$ cat config.mk
export PLATFORM = sky130hd
export DESIGN_NAME = fetch_unit
export DESIGN_NICKNAME = d
export VERILOG_FILES = /design/src/rtl/fetch_unit.sv
export SDC_FILE = /design/constraint.sdc
export NUM_CORES = 1
export LEC_CHECK = 0
export BUFFER_PORTS_ARGS = -buffer_cell sky130_fd_sc_hd__buf_4
export CORE_AREA = 2 2 183 185
export DETAILED_ROUTE_END_ITERATION = 8
export DIE_AREA = 0 0 185 187
export GPL_ROUTABILITY_DRIVEN = 0
export PLACE_DENSITY_LB_ADDON = 0.08
export SLEW_MARGIN = 20
export SYNTH_ARGS = -nofsm -noshare
export SYNTH_HDL_FRONTEND = slang
export SYNTH_SLANG_ARGS = --single-unit
$ cat constraint.sdc
create_clock -name clk -period 4.95 [get_ports clk]
set_clock_uncertainty 0.05 [all_clocks]
set_input_delay 0.99 -clock clk [delete_from_list [all_inputs] [get_ports clk]]
set_output_delay 0.99 -clock clk [all_outputs]
set_load 0.01 [all_outputs]
$ cat src/rtl/fetch_unit.sv
// Instruction fetch unit. It keeps at most one instruction-memory request
// outstanding, drives the PC register and fills the IF/ID pipeline register.
// When decode stalls, a single response is parked in a one-entry buffer.
// A redirect flushes IF/ID, and any response still in flight is dropped.
//
//   state   | meaning
//   --------+------------------------------------------------------------
//   S_REQ   | request at pc_i is presented, waiting for the grant
//   S_WAIT  | request granted, waiting for read data
//   S_HOLD  | response parked in the buffer while decode stalls
//   S_DRAIN | redirected while a request was outstanding; drop its data
module fetch_unit #(
    parameter logic [31:0] NOP_INSTR = 32'h0000_0013
) (
    input  logic        clk,
    input  logic        rst_n,
    input  logic [31:0] pc_i,
    output logic [31:0] pc_next_o,
    output logic        pc_write_en_o,
    output logic        imem_req_o,
    output logic [31:0] imem_addr_o,
    input  logic        imem_gnt_i,
    input  logic        imem_rvalid_i,
    input  logic [31:0] imem_rdata_i,
    input  logic        stall_i,
    input  logic        redirect_i,
    input  logic [31:0] redirect_pc_i,
    output logic        ifid_valid_o,
    output logic [31:0] ifid_pc_o,
    output logic [31:0] ifid_instr_o
);

    typedef enum logic [1:0] {
        S_REQ   = 2'd0,
        S_WAIT  = 2'd1,
        S_HOLD  = 2'd2,
        S_DRAIN = 2'd3
    } state_t;

    state_t      state_q, state_d;
    logic [31:0] req_pc_q, req_pc_d;
    logic [31:0] buf_pc_q, buf_pc_d;
    logic [31:0] buf_instr_q, buf_instr_d;
    logic        ifid_valid_q, ifid_valid_d;
    logic [31:0] ifid_pc_q, ifid_pc_d;
    logic [31:0] ifid_instr_q, ifid_instr_d;

    logic        req_raw;
    logic        we_raw;
    logic        cap_req;
    logic        cap_buf;
    logic        ld_mem;
    logic        ld_buf;
    logic [31:0] pc_aligned;

    assign pc_aligned  = {pc_i[31:2], 2'b00};
    assign imem_addr_o = pc_aligned;

    // Reset holds the request and the PC write low even though state is S_REQ,
    // so the first request goes out on the edge after reset is released.
    assign imem_req_o    = req_raw & rst_n;
    assign pc_write_en_o = we_raw & rst_n;

    // Next-state and control decode; a redirect overrides every state.
    always_comb begin
        state_d   = state_q;
        req_raw   = 1'b0;
        we_raw    = 1'b0;
        pc_next_o = pc_i + 32'd4;
        cap_req   = 1'b0;
        cap_buf   = 1'b0;
        ld_mem    = 1'b0;
        ld_buf    = 1'b0;

        if (redirect_i) begin
            we_raw    = 1'b1;
            pc_next_o = {redirect_pc_i[31:2], 2'b00};
        end

        case (state_q)
            S_REQ: begin
                if (!redirect_i) begin
                    req_raw = 1'b1;
                    if (imem_gnt_i) begin
                        we_raw  = 1'b1;
                        cap_req = 1'b1;
                        state_d = S_WAIT;
                    end
                end
            end
            S_WAIT: begin
                if (redirect_i) begin
                    state_d = imem_rvalid_i ? S_REQ : S_DRAIN;
                end else if (imem_rvalid_i) begin
                    if (stall_i) begin
                        cap_buf = 1'b1;
                        state_d = S_HOLD;
                    end else begin
                        ld_mem  = 1'b1;
                        state_d = S_REQ;
                    end
                end
            end
            S_HOLD: begin
                if (redirect_i) begin
                    state_d = S_REQ;
                end else if (!stall_i) begin
                    ld_buf  = 1'b1;
                    state_d = S_REQ;
                end
            end
            S_DRAIN: begin
                if (imem_rvalid_i) begin
                    state_d = S_REQ;
                end
            end
            default: state_d = S_REQ;
        endcase
    end

    // Request-PC latch, response buffer and IF/ID next values.
    always_comb begin
        req_pc_d     = req_pc_q;
        buf_pc_d     = buf_pc_q;
        buf_instr_d  = buf_instr_q;
        ifid_valid_d = ifid_valid_q;
        ifid_pc_d    = ifid_pc_q;
        ifid_instr_d = ifid_instr_q;

        if (cap_req) begin
            req_pc_d = pc_aligned;
        end
        if (cap_buf) begin
            buf_pc_d    = req_pc_q;
            buf_instr_d = imem_rdata_i;
        end
        if (redirect_i && state_q == S_HOLD) begin
            buf_pc_d    = 32'h0;
            buf_instr_d = NOP_INSTR;
        end

        if (redirect_i) begin
            ifid_valid_d = 1'b0;
            ifid_pc_d    = 32'h0;
            ifid_instr_d = NOP_INSTR;
        end else if (ld_mem) begin
            ifid_valid_d = 1'b1;
            ifid_pc_d    = req_pc_q;
            ifid_instr_d = imem_rdata_i;
        end else if (ld_buf) begin
            ifid_valid_d = 1'b1;
            ifid_pc_d    = buf_pc_q;
            ifid_instr_d = buf_instr_q;
        end else if (!stall_i) begin
            ifid_valid_d = 1'b0;
            ifid_instr_d = NOP_INSTR;
        end
    end

    // State, latches and IF/ID register with asynchronous reset.
    always_ff @(posedge clk or negedge rst_n) begin
        if (!rst_n) begin
            state_q      <= S_REQ;
            req_pc_q     <= 32'h0;
            buf_pc_q     <= 32'h0;
            buf_instr_q  <= NOP_INSTR;
            ifid_valid_q <= 1'b0;
            ifid_pc_q    <= 32'h0;
            ifid_instr_q <= NOP_INSTR;
        end else begin
            state_q      <= state_d;
            req_pc_q     <= req_pc_d;
            buf_pc_q     <= buf_pc_d;
            buf_instr_q  <= buf_instr_d;
            ifid_valid_q <= ifid_valid_d;
            ifid_pc_q    <= ifid_pc_d;
            ifid_instr_q <= ifid_instr_d;
        end
    end

    assign ifid_valid_o = ifid_valid_q;
    assign ifid_pc_o    = ifid_pc_q;
    assign ifid_instr_o = ifid_instr_q;

endmodule

; ---- Word-level counts from Yosys, hierarchy flattened
; Index checks and enable logic that the tools add are counted.
[totals]
register_bits = 161
word_cells = 69
inputBits = 102
output_inout_bits = 131
[classes]
reduce_logical = 5
muxes = 45
bitwise = 2
n_eq_ne = 9
n_addsub = 1
[op_table]
columns = cell, count
row1 = 32-bit two-way mux, 12
row2 = 32-bit by 3-bit adder with 32-bit output (second input constant), 1
row3 = 1-bit two-way mux, 23
row4 = 2-bit two-way mux, 9
row5 = 2-bit case mux with 4 select lines, 1
row6 = 2-bit inequality test (second input constant), 3
row7 = 3-bit inequality test (second input constant), 2
row8 = 5-bit AND reduction, 1
row9 = 2-bit equality test (second input constant), 2
row10 = 4-bit by 1-bit inequality test with 1-bit output (second input constant), 1
row11 = 3-bit nonzero test, 1
row12 = 1-bit bitwise AND, 2
row13 = 2-bit by 1-bit equality test with 1-bit output (second input constant), 1
row14 = 2-bit logical NOT, 1
row15 = 2-bit nonzero test, 1
row16 = 1-bit logical AND, 1

; ---- Longest topological paths before layout
; Gate-level depths: netlist of the first run.
[depth]
word_depth = 6
depth_mapped = 7
ltp_nobuf = 5

; ---- Worst setup path after synthesis of the first run
; OpenSTA, ideal clock, no wires.
[synth_timing]
kind = input port to output port
from = input pc_i[2]
to = output pc_next_o[26]
stages = 5
t_arrival_ns = 2.619
required_ns = 3.910
n_path_buf = 0
slack_ns = 1.291
path_cell_list = ha_1 > nand3_1 > or4_4 > or4_1 > a31oi_1
[synth_via]
elab_chain_len = 2
[synth_lines]
columns = element, line
row1 = from (decl), 17  ; input logic [31:0] pc_i,
row2 = 32-bit by 3-bit adder with 32-bit output, 69  ; pc_next_o = pc_i + 32'd4;
row3 = 32-bit two-way mux, 75  ; if (redirect_i) begin
row4 = to (decl), 18  ; output logic [31:0] pc_next_o,
; Every way passes these cells.

; ---- Worst setup path after layout of the first run
; Same ends and word-level chain as after synthesis.

==> key figures, run 1 <==
Worst hold path
  • Worst Hold Class: flop to flop
  • HP Start: buf_instr_q[4]$_DFFE_PN1P_

Placed design
  • Placed Instances: 1371
  • Buffers on Ports: 226
  • Post-detail-place hpwl: 16900 µm

Drt
  • Post-route antenna net violation count: 0
  • Per-cell routed wire length: 18.3 µm
  • Vias/cell: 4.60
  • Via count: 6451
  • Initial DRC Count: 522
  • DR pass1 iterations: 7
  • DRC Markers: 0
  • Total Wirelength: 25700 µm

Global route
  • Largest net degree at the start of global routing: 61
  • Gr usage total: 0.150
  • First-pass GRT wire length: 39800 µm
  • Initial antenna violation count: 0
  • Total grt overflow: 0
  • Vias in the first global route: 6585

Pwr
  • Switch Pwr: 1.09 mW
  • Reg power frac: 0.468
  • Internal power: 2.52 mW
  • P_leak: 4.89 nW
  • Peak VDD IR: 0.214 mV
  • Clk pwr share: 0.359
  • Comb power frac: 0.173
  • Switch share: 0.302
  • PD cells: 361 nW/µm²

Clock network
  • CTS buffer count: 17
  • CTS Hold Bufs: 0
  • H-tree depth: 4
  • CTS tree: yes
  • CTS max path bufs: 2
  • Post-CTS Resized: 0
  • Worst-path clk slew: 0.07 ns
  • Worst-Skew Late Latency: 0.43 ns
  • Clk root buf: clkbuf_16
  • TritonCTS Sinks: 157
  • Setup Buffers After CTS: 0

Setup path
  • Worst reg-to-reg path cell count: 5
  • R2R Path End: ifid_pc_o[14]$_DFFE_PN0P_
  • CP arrival: 3.06 ns
  • Crit path capture type: output pin
  • Worst setup endpoint: pc_next_o[26]
  • Crit. Startpoint: pc_i[2]
  • Worst R2R Start: state_q[1]$_DFFE_PN0P_
  • CP Class: primary input to output pin
  • Crit path required time: 3.91 ns
  • CP Max Fanout: 14
  • FF-to-FF setup slack: 2.50 ns
  • Critical Path Start Type: primary input

Timing
  • Final period utilization: 0.827
  • Final hold vios: 0
  • Worst Tran Pin Value: 0.846 ns
  • Final setup viols: 0
  • Period minus WS final: 4.10 ns
  • Max Slew Vio Count: 0
  • RSZ-0062 raised after global routing: no
  • Achievable frequency: 244 MHz
  • Setup_tns: 0 ns
  • Worst slew margin: 0.434

Die
  • Die span in y: 187 µm
  • Die area: 34600 µm²
  • Starting Density: 0.227
  • Die Width: 185 µm
  • Boundary pin count: 233
  • Floorplan core area: 32900 µm²
  • FP Rows: 67

Synthesis
  • Commonest cells post-synth: 154 x nand2_1, 151 x dfrtp_1, 56 x inv_1, 55 x a21oi_1, 52 x a222oi_1
  • EDFF count, synth: 0
  • Top cells by area, synth: dfrtp_1 51%, nand2_1 7.8%, a222oi_1 7.0%, mux2_2 4.7%, buf_4 3.7%
  • Ys flop type: dfrtp_1
  • Yosys top cell area share: 0.507
  • Largest area contributor in the synthesized netlist: dfrtp_1
  • Seq/Total Area, Yosys: 0.529
  • Mapped Area: 7450 µm²
  • Register bit total from synthesis: 157
  • Synth cell types: 45
  • Most common cell in the netlist: nand2_1
  • Avg Cell Area, Syn: 9.73 µm²
  • Ys async rst share: 1.00
  • Syn Inst Count: 765
  • YS warnings: 0

Final layout
  • Layout cells sized above 1: 0.338
  • Final #Nets: 1045
  • Synth-to-layout area growth: 34.4%
  • Antenna cells: 0
  • Filler cell count: 3508
  • Final cell count without fillers: 1403

Flow run
  • Max Cap Viol: 0

Run status
  • Status: completed
-- per-layer routing --
metal,up-vias,track usage,share of wire
li1,3047,-,-
met1,3226,0.200,0.45
met2,173,0.252,0.49
met3,5,0.0313,0.050
met4,0,0.0247,0.0042
met5,-,0,0
-- worst max-delay path: stages --
cell,delay [ns]
buf_4,0.12
ha_1,0.19
nand3_1,0.08
buf_4,0.16
or4_4,0.60
or4_1,0.54
a31oi_1,0.20
buf_4,0.16
-- cells by family after synthesis --
family | after synthesis | share of synthesized area
muxes | 31 | 0.0469
xor gates and xnor gates | 13 | 0.0153
adders and majority gates | 1 | 0.00168
and+or+nand+nor | 253 | 0.157
buffers and inverters | 144 | 0.0912
other | 1 | 0.000504
DFF | 157 | 0.529
AOI/OAI and AO/OA | 165 | 0.159
-- sequential cells by signal, indices dropped and copies added, names as in the netlist --
name and flops:
buf_pc_q 30, req_pc_q 30, ifid_pc_o 30, state_q 2, buf_instr_q 32, ifid_valid_o 1, ifid_instr_o 32
-- layout by cell type (no fill, tap or decap), drive strengths merged, types with 2 or more instances in the layout --
cell,synthesis,layout
a21oi,55,55
a221oi,7,7
a222oi,52,52
a31oi,10,10
and2,2,2
and3,3,3
and4,4,4
buf,38,242
clkbuf,49,17
clkinv,1,3
clkinvlp,0,5
conb,1,4
dfrtp,151,151
dfstp,6,6
inv,56,64
mux2,31,31
nand2,154,154
nand2b,5,5
nand3,19,19
nand4,8,8
nor2,16,16
nor2b,11,11
nor3,11,11
nor4b,2,2
o211ai,7,7
o21ai,19,19
o22ai,3,3
o31a,2,2
o31ai,6,6
or3,3,3
or4,11,11
xnor2,6,6
xor2,7,7
-- worst min path at each step --
stage | endpoint | slack [ns] | depth (start not counted)
floorplan | buf_instr_q[19]$_DFFE_PN0P_ | 0.42 | 2
global placement | buf_instr_q[4]$_DFFE_PN1P_ | 0.43 | 2
detailed placement | buf_instr_q[0]$_DFFE_PN1P_ | 0.44 | 2
CTS | buf_instr_q[0]$_DFFE_PN1P_ | 0.45 | 2
global route | buf_instr_q[0]$_DFFE_PN1P_ | 0.47 | 2
finish | buf_instr_q[4]$_DFFE_PN1P_ | 0.44 | 2
-- final cells by class --
cell class,instances,area [µm²],share of cell area
clock buffer,17,425,0.0425
clock inverter,15,153,0.0152
inverter,57,214,0.0214
multi-input combinational,467,2890,0.289
sequential,157,3940,0.393
tap,448,561,0.0560
timing repair buffer,242,1830,0.183
-- per-stage QoR --
stage	cell area (µm²)	hold WS [ns]	utilization	setup WS, ns	power (mW)
2_1_floorplan	7460	0.415	-	1.29	2.04
3_3_place_gp	9430	0.428	0.287	0.847	2.35
3_5_place_dp	9430	0.439	0.287	0.838	2.36
4_1_cts	10000	0.449	0.305	0.831	3.69
5_1_grt	10000	0.466	0.305	0.739	3.84
6_report	10000	0.445	0.305	0.855	3.62
-- power groups by stage --
stage	sequential [mW]	clock [mW]	combinational (mW)
floorplan	1.68	0	0.360
global placement	1.72	0	0.636
detailed placement	1.72	0	0.642
CTS	1.69	1.35	0.643
global route	1.73	1.40	0.708
finish	1.69	1.30	0.627
(Power assumes the default switching activity.)
==> inputs of run 2 (changes only) <==
clock period = 3.4 ns   (was 4.95 ns; I/O delays follow)
==> run 2 against run 1 <==
  * Register-to-register slack got worse by 1.2 ns
  * Non-clock buffer count is 18 higher
  * Global-route usage up 0.21 points
==> key figures, run 2 (synthesis results as in run 1) <==
Drt
  • DR pass1 iterations: 8 (was 7)
  • Vias/cell: 4.59 (was 4.60)
  • Total Wirelength: 25900 µm (was 25700 µm)
  • Via count: 6519 (was 6451)
  • Initial DRC Count: 489 (was 522)
  • Per-cell routed wire length: 18.2 µm (was 18.3 µm)
  • Post-route antenna net violation count: 0 (unchanged)
  • DRC Markers: 0 (unchanged)

Setup path
  • Crit path required time: 2.67 ns (was 3.91 ns)
  • Critical-path top delay cell: or4_4 (unchanged)
  • CP Class: primary input to output pin (unchanged)
  • Slowest cell delay on critical path: 0.57 ns (was 0.60 ns)
  • CP arrival: 2.55 ns (was 3.06 ns)
  • CP most frequent cell: buf_4 (unchanged)
  • Crit path capture type: output pin (unchanged)
  • Critical path buffers and inverters: 2 (was 3)
  • CP Max Fanout: 14 (unchanged)
  • Worst reg-to-reg path cell count: 5 (unchanged)
  • Delay-heaviest family, CP: simple AND/OR/NAND/NOR gates (unchanged)
  • Number of cells on the critical path: 7 (was 8)
  • Critical Path Start Type: primary input (unchanged)
  • Worst path cell trace: buf_4, ha_1, nand3_1, or4_4, or4_1, a31oi_1, buf_4 (was buf_4, ha_1, nand3_1, buf_4, or4_4, or4_1, a31oi_1, buf_4)

Timing
  • Achievable frequency: 305 MHz
  • Worst Tran Pin Value: 0.831 ns (was 0.846 ns)
  • Max Slew Vio Count: 0 (unchanged)
  • Final period utilization: 0.964
  • Setup_tns: 0 ns (unchanged)
  • Final hold vios: 0 (unchanged)
  • Final setup viols: 0 (unchanged)
  • Hold slack final: 0.402 ns (was 0.445 ns)
  • Worst slew margin: 0.446 (was 0.434)
  • RSZ-0062 raised after global routing: no (unchanged)
  • Period minus WS final: 3.28 ns

Global route
  • Gr usage total: 0.152 (was 0.150)
  • Initial antenna violation count: 0 (unchanged)
  • Largest net degree at the start of global routing: 100 (was 61)
  • First-pass GRT wire length: 40200 µm (was 39800 µm)
  • Total grt overflow: 0 (unchanged)
  • Vias in the first global route: 6645 (was 6585)

Pwr
  • PD cells: 528 nW/µm² (was 361 nW/µm²)
  • P_leak: 4.99 nW (was 4.89 nW)
  • Peak VDD IR: 0.317 mV (was 0.214 mV)

Final layout
  • Synth-to-layout area growth: 36.5% (was 34.4%)
  • Antenna cells: 0 (unchanged)
  • Commonest non-fill, non-tap cells in the layout: 257 x buf_4, 153 x nand2_1, 151 x dfrtp_1, 56 x inv_1, 55 x a21oi_1 (was 240 x buf_4, 153 x nand2_1, 151 x dfrtp_1, 56 x inv_1, 55 x a21oi_1)
  • Commonest non-fill, non-tap cell in the layout: buf_4 (unchanged)
  • Layout cells sized above 1: 0.349 (was 0.338)
  • Final #Nets: 1063 (was 1045)

Die
  • Die span in y: 187 µm (unchanged)
  • Die area: 34600 µm² (unchanged)
  • Floorplan core area: 32900 µm² (unchanged)
  • Boundary pin count: 233 (unchanged)
  • Starting Density: 0.227 (unchanged)
  • FP Rows: 67 (unchanged)
  • Die Width: 185 µm (unchanged)

Clock network
  • Worst-Skew Late Latency: 0.43 ns (about the same)
  • CTS max path bufs: 2 (unchanged)
  • H-tree depth: 4 (unchanged)
  • Worst-path clk slew: 0.08 ns (was 0.07 ns)
  • Setup Buffers After CTS: 0 (unchanged)
  • Post-CTS Resized: 0 (unchanged)
  • Clk root buf: clkbuf_16 (unchanged)
  • CTS tree: yes (unchanged)
  • CTS buffer count: 17 (unchanged)
  • TritonCTS Sinks: 157 (unchanged)

Worst hold path
  • Worst Hold Class: primary input to flop (was flop to flop)
  • Hold path depth: 3 (was 2)

Flow run
  • Max Cap Viol: 0 (unchanged)

Placed design
  • Post-detail-place hpwl: 17300 µm (was 16900 µm)
  • Buffers on Ports: 226 (unchanged)

Run status
  • Status: completed (unchanged)
-- run 2: cell types whose count changed in the layout (fill, tap and decap cells not counted) --
cell	delta
clkinv_8	-1
clkinv_4	+1
inv_8	+1
buf_4	+17
bufinv_16	+1
clkinvlp_4	-3
inv_6	+1
dlygate4sd3_1	+1
-- run 2: repair_timing --
action	4_1_cts	5_1_grt
endpoints found under the hold margin	1	0
hold buffers	1	0
setup endpoints to repair	0	3
-- run 2: power by group --
part	switching, mW	leakage [nW]	internal (mW)
Combinational	0.460	2.65	0.469
Clock	0.918	0.289	1.06
Sequential	0.227	2.06	2.24
Total	1.61	4.99	3.76
-- run 2: tightest hold or removal path, stage by stage --
cell     delay, ns
buf_4         0.08
nand2_1       0.04
nand2_1       0.04
-- run 2: final cells by class --
class                   count  area (µm²)
flip-flops and latches    157        3940
clock inverters            15         173
multi-input cells         467        2890
repair buffers            260        1970
inverters                  57         214
clock buffers              17         425
well taps                 448         561
fillers                  3550       22700
-- run 2: final timing paths --
path,slack [ns],endpoint,startpoint
worst max-delay path,0.12,pc_next_o[30],pc_i[2]
worst min-delay path,0.40,buf_instr_q[23]$_DFFE_PN0P_,imem_rdata_i[23]
worst max register to register,1.29,ifid_pc_o[30]$_DFFE_PN0P_,state_q[1]$_DFFE_PN0P_
worst min register to register,0.45,buf_instr_q[4]$_DFFE_PN1P_,buf_instr_q[4]$_DFFE_PN1P_
max in group asynchronous,1.78,ifid_instr_o[30]$_DFFE_PN0P_,rst_n
min in group asynchronous,0.56,req_pc_q[18]$_DFFE_PN0P_,rst_n
-- run 2: stage by stage --
step / worst slack, ns / instances / utilization / power (mW) / cell area, µm²
floorplan: 0.361 / 768 / - / 2.97 / 7460
global placement: 0.0529 / 1388 / 0.291 / 3.44 / 9560
detailed placement: 0.0321 / 1388 / 0.291 / 3.46 / 9560
CTS: 0.0316 / 1421 / 0.309 / 5.47 / 10200
global route: 0.0256 / 1421 / 0.309 / 5.69 / 10200
finish: 0.122 / 1421 / 0.309 / 5.37 / 10200
-- run 2: per-layer routing --
metal,routed length (µm),global-route usage,vias up
met5,0,0,-
met4,217,0.0308,0
met3,1330,0.0331,14
met2,12900,0.257,180
met1,11500,0.198,3246
li1,-,-,3079
